**src/rtl/fir_pkg.sv**
```systemverilog
// Shared definitions for the time-multiplexed FIR: state encoding, width helpers
// and the round/shift/saturate output function.
package fir_pkg;

  typedef enum logic [1:0] {ST_IDLE, ST_MAC, ST_OUT} state_t;

  // Working width for the output stage; wide enough for any practical WACC.
  localparam int RS_W = 128;

  typedef struct packed {
    logic            sat;
    logic [RS_W-1:0] val;
  } rs_t;

  function automatic int clog2(input int v);
    int r;
    int t;
    r = 0;
    t = v - 1;
    while (t > 0) begin
      r++;
      t = t >> 1;
    end
    return r;
  endfunction

  function automatic int wacc_of(input int win, input int wc, input int ntaps);
    return win + wc + clog2(ntaps);
  endfunction

  // Round half up, arithmetic shift, then clamp to a signed wout-bit range.
  function automatic rs_t round_sat(input logic signed [RS_W-1:0] v,
                                    input int shift, input int wout);
    logic signed [RS_W-1:0] t, hi, lo;
    rs_t r;
    t = v;
    if (shift > 0) t = t + (RS_W'(1) <<< (shift - 1));
    t  = t >>> shift;
    hi = (RS_W'(1) <<< (wout - 1)) - RS_W'(1);
    lo = ~hi;
    r.sat = (t > hi) || (t < lo);
    r.val = (t > hi) ? hi : ((t < lo) ? lo : t);
    return r;
  endfunction

endpackage

```
**src/rtl/fir_mac_seq_mac.sv**
```systemverilog
// Signed multiplier feeding a WACC-wide accumulator; load restarts the sum.
module mac_unit #(
  parameter int WIN  = 16,
  parameter int WC   = 18,
  parameter int WACC = 38
) (
  input  logic            clk,
  input  logic            rst,
  input  logic            en,
  input  logic            load,
  input  logic [WIN-1:0]  a,
  input  logic [WC-1:0]   b,
  output logic [WACC-1:0] acc_next
);

  logic signed [WIN+WC-1:0] prod;
  logic signed [WACC-1:0]   pext;
  logic signed [WACC-1:0]   acc;

  assign prod     = $signed(a) * $signed(b);
  assign pext     = WACC'(prod);
  assign acc_next = load ? pext : acc + pext;

  always_ff @(posedge clk) begin
    if (rst)     acc <= '0;
    else if (en) acc <= acc_next;
  end

endmodule

```
**src/rtl/fir_mac_seq.sv**
```systemverilog
// Time-multiplexed FIR: one MAC per tap over a circular delay line, then a
// round/shift/saturate output stage.
module fir_mac_seq
  import fir_pkg::*;
#(
  parameter int WIN   = 16,
  parameter int WC    = 18,
  parameter int NTAPS = 16,
  parameter int WOUT  = 16,
  parameter int SHIFT = 17
) (
  input  logic                       clk,
  input  logic                       rst,
  input  logic                       coef_we,
  input  logic [clog2(NTAPS)-1:0]    coef_addr,
  input  logic [WC-1:0]              coef_din,
  input  logic                       in_valid,
  output logic                       in_ready,
  input  logic [WIN-1:0]             din,
  output logic                       out_valid,
  output logic [WOUT-1:0]            dout,
  output logic                       sat,
  output logic                       busy
);

  localparam int AW   = clog2(NTAPS);
  localparam int WACC = wacc_of(WIN, WC, NTAPS);

  state_t          state, state_nx;
  logic [AW-1:0]   wr_ptr, newest, k, rd_addr;
  logic [WIN-1:0]  x [NTAPS];
  logic [WC-1:0]   h [NTAPS];
  logic [WACC-1:0] acc_next;
  logic            accept, last_tap, coef_ok;
  rs_t             rs;

  assign in_ready = (state == ST_IDLE);
  assign busy     = (state != ST_IDLE);
  assign accept   = in_valid && in_ready;
  assign last_tap = (k == AW'(NTAPS - 1));
  assign coef_ok  = coef_we && (state == ST_IDLE) && (int'(coef_addr) < NTAPS);

  // Walk backwards from the newest sample; NTAPS need not be a power of two.
  always_comb begin
    if (newest >= k) rd_addr = newest - k;
    else             rd_addr = newest + AW'(NTAPS) - k;
  end

  always_comb begin
    state_nx = state;
    case (state)
      ST_IDLE: if (in_valid) state_nx = ST_MAC;
      ST_MAC:  if (last_tap) state_nx = ST_OUT;
      ST_OUT:  state_nx = ST_IDLE;
      default: state_nx = ST_IDLE;
    endcase
  end

  always_ff @(posedge clk) begin
    if (rst) state <= ST_IDLE;
    else     state <= state_nx;
  end

  mac_unit #(.WIN(WIN), .WC(WC), .WACC(WACC)) u_mac (
    .clk      (clk),
    .rst      (rst),
    .en       (state == ST_MAC),
    .load     (k == '0),
    .a        (x[rd_addr]),
    .b        (h[k]),
    .acc_next (acc_next)
  );

  // The last tap's sum is rounded straight off the adder so dout is ready in OUT.
  assign rs = round_sat(RS_W'($signed(acc_next)), SHIFT, WOUT);

  always_ff @(posedge clk) begin
    if (rst) begin
      wr_ptr    <= '0;
      newest    <= '0;
      k         <= '0;
      out_valid <= 1'b0;
      dout      <= '0;
      sat       <= 1'b0;
      for (int i = 0; i < NTAPS; i++) begin
        x[i] <= '0;
        h[i] <= '0;
      end
    end else begin
      out_valid <= 1'b0;
      if (coef_ok) h[coef_addr] <= coef_din;
      if (accept) begin
        x[wr_ptr] <= din;
        newest    <= wr_ptr;
        wr_ptr    <= (wr_ptr == AW'(NTAPS - 1)) ? '0 : wr_ptr + AW'(1);
        k         <= '0;
      end
      if (state == ST_MAC) begin
        k <= last_tap ? '0 : k + AW'(1);
        if (last_tap) begin
          out_valid <= 1'b1;
          dout      <= rs.val[WOUT-1:0];
          sat       <= rs.sat;
        end
      end
    end
  end

endmodule

```
**config.mk**
```make
export PLATFORM = sky130hd
export DESIGN_NAME = fir_mac_seq
export DESIGN_NICKNAME = d
export VERILOG_FILES = /design/src/rtl/fir_pkg.sv /design/src/rtl/fir_mac_seq_mac.sv /design/src/rtl/fir_mac_seq.sv
export SDC_FILE = /design/constraint.sdc
export NUM_CORES = 2
export LEC_CHECK = 0
export ABC_AREA = 1
export ABC_CLOCK_PERIOD_IN_PS = 16100
export CAP_MARGIN = 20
export CELL_PAD_IN_SITES_DETAIL_PLACEMENT = 0
export CELL_PAD_IN_SITES_GLOBAL_PLACEMENT = 1
export CORE_MARGIN = 4
export CORE_UTILIZATION = 40
export DETAILED_ROUTE_END_ITERATION = 12
export PLACE_DENSITY = 0.66
export RECOVER_POWER = 50
export SLEW_MARGIN = 20
export SYNTH_ARGS = -nofsm -noshare
export SYNTH_HDL_FRONTEND = slang
export SYNTH_SLANG_ARGS = --single-unit
export TNS_END_PERCENT = 1
```
**constraint.sdc**
```tcl
create_clock -name clk -period 16.1 [get_ports clk]
set_input_delay 4.025 -clock clk [delete_from_list [all_inputs] [get_ports clk]]
set_output_delay 4.025 -clock clk [all_outputs]
set_load 0.01 [all_outputs]
```
==> out/results.txt <==
Area Growth Syn to Fin: 9.68%
Post-CTS setup buffers: 0
WHS: 0.467 ns
Die height: 338 um
Cts repair resizes: 0
# hold bufs at CTS: 0
Per-cell routed wire length: 20.5 um
Gate Count Post-Synth: 5,209
First-pass GRT wire length: 207 mm
Slowest cell on crit path: o21ai_1
H-Tree Depth: 3
RSZ-0062 raised after global routing: false
CTS Sinks: 618
GRT overflow: 0
Setup crit end kind: register
Antenna violations before repair: 0
Worst Path Class, Setup: reg2reg
Yosys top cell by area: edfxtp_1
Final setup violation count: 0
Synth top area cells: edfxtp_1 38%, fa_1 13%, nand2_1 11%
Post-synthesis sequential area ratio: 41.0%
Top-count cell post-synth: nand2_1
Yosys warning total: 0
Final min period: 12.46 ns
Worst hold path cell count: 2
Synth cell count leaders: 1,251 x nand2_1, 865 x inv_1, 840 x nor2_1, 544 x edfxtp_1, 293 x fa_1
Initial Util: 40.4%
Prevailing post-synth register cell: edfxtp_1
Synth async-reset ratio: 0%
TritonCTS buffer count: 74
Relative slew slack: -122%
R2r setup slk: 3.64 ns
Hold EP: dout[15]
Startpoint types: register
Post-synth top area share: 37.6%
Placed cell count: 6,501
Drt pass-1 iters: 5
RD Place Congestion: 0.904
Final core occ: 44.4%
Fin nets: 5,642
Row count: 120
Clk slew on worst S/H paths: 0.06 ns
HPWL Detailed: 97.0 mm
Layout cell share with drive strength beyond 1: 5.39%
Largest net degree at the start of global routing: 112
First DRT Iteration DRCs: 3,051
Post-synth EDFFs: 544
WP depth: 49
Critical path's largest stage delay: 0.68 ns
Ports: 62
Vias post-DR: 34,100
Req. time, crit path: 16.66 ns
DRC errors left: 0
Drt via density: 5.13
CTS tree: yes
Hold Crit Start: dout[15]
Clock root cell: clkbuf_16
Die Area: 0.114 mm^2
Status: finished, violations left
Final max-slew violation count: 108
Most used cell, CP: nand2_1
Worst r2r path cells: 49
HP Class: reg2reg
Setup TNS: 0 ns
Part of the cycle the worst path needs: 77.4%
Final hold viol count: 0
Violated checks: max-capacitance violations, max-slew violations
Clk_lat worst skew: 0.65 ns
Syn_area_per_cell: 8.35 um^2
WL final: 136 mm
Chip Width: 338 um
Yosys reg bits: 618
Core Footprint: 0.108 mm^2
Fill count: 10,800
Mapped Nets: 5,677
CP Buf/Inv Count: 11
Vias in the first global route: 33,100
Diodes inserted: 0
Buffers on Ports: 61
Max Cap Viol: 3
Number of distinct library cells after synthesis: 44
ANT nets after route: 0
Top cell family by delay on the critical path: adder cells
Launch point of the worst reg-to-reg path: k[0]
Reg2reg end: dout[5]
Clock tree buffer depth: 3
Clk_skew: 0.0337 ns
GR Util All Layers: 24.0%
Mapped Area: 0.0435 mm^2
Fmax: 80.3 MHz
Max FO, Critical Path: 40
Non-filler cells, final: 6,634
Crit path arrival time: 13.01 ns
Measured slew at the worst slew-check pin: 3.34 ns
==> kinds of logic (layout without fill, tap and decap cells) <==
logic type / count (synthesis) / count (layout) / share of synthesized area, %
adders and majority gates: 426 / 426 / 17.3
muxes: 72 / 72 / 1.72
DFF: 618 / 618 / 41.0
and+or+nand+nor: 2428 / 2428 / 22.5
AOI/OAI and AO/OA: 523 / 523 / 7.14
buffers and inverters: 1108 / 1130 / 9.62
xor gates and xnor gates: 34 / 34 / 0.685
==> stage by stage <==
step	worst slack (ns)	instance area [um^2]
final	3.64	47700
after global routing	2.73	47700
after CTS	3.65	47700
after detailed placement	3.77	45400
after global placement	3.65	45400
after floorplan	6.50	43500
==> flip-flops by register name, indices dropped and copies added (netlist names), named ones only <==
signal	count
state	2
u_mac.acc	38
out_valid	1
k	4
dout	16
h	288
wr_ptr	4
x	256
sat	1
newest	4
==> worst max path at each step <==
stage,slack (ns),to,startpoint
2_1_floorplan,6.50,dout[14],k[0]
3_3_place_gp,3.65,dout[5],k[0]
3_5_place_dp,3.77,dout[5],k[0]
4_1_cts,3.65,dout[5],k[0]
5_1_grt,2.73,dout[5],k[0]
6_report,3.64,dout[5],k[0]
==> cells in the final DEF (no fill, tap or decap), types with 21 or more instances in the layout <==
master and count:
a21oi_1 209, a32o_1 60, buf_4 34, clkbuf_1 26, clkbuf_16 75, clkdlybuf4s50_1 40, clkinv_1 25, dfxtp_1 72
dlygate4sd3_1 21, edfxtp_1 544, fa_1 293, ha_1 132, inv_1 864, mux2_2 23, mux2i_1 49, nand2_1 1251
nand2_2 25, nand3_1 191, nand4_1 38, nor2_1 839, nor2_2 42, o211ai_1 43, o21ai_0 168, xor2_1 25
==> metal layers <==
| metal | global-route usage, % | part of all wire (%) | routed length (um) |
|---|---|---|---|
| met1 | 35.0 | 47 | 63700 |
| met2 | 37.5 | 44 | 60500 |
| met3 | 3.35 | 5.9 | 8090 |
| met4 | 6.76 | 3.0 | 4030 |
| met5 | 0 | 0 | 0 |
==> layout make-up <==
class | instances | area, um^2 | share of cell area, %
Tap cell | 1403 | 1760 | 3.68
Multi-Input combinational cell | 3483 | 21500 | 45.1
Sequential cell | 618 | 17800 | 37.4
Inverter | 891 | 3350 | 7.03
Timing Repair Buffer | 106 | 923 | 1.94
Clock inverter | 37 | 313 | 0.656
Clock buffer | 96 | 2010 | 4.21
==> worst register-to-register path, delay by kind of cell, from the launching register on <==
family	cells	cell delay (ns)
AOI/OAI and AO/OA	3	1.20
adders and majority gates	10	4.60
buffers and inverters	11	2.18
and+or+nand+nor	25	3.97
DFF	1	0.45
Power is not shown: default switching activity piles up to over one toggle a cycle in this logic, so the estimate is an artifact.
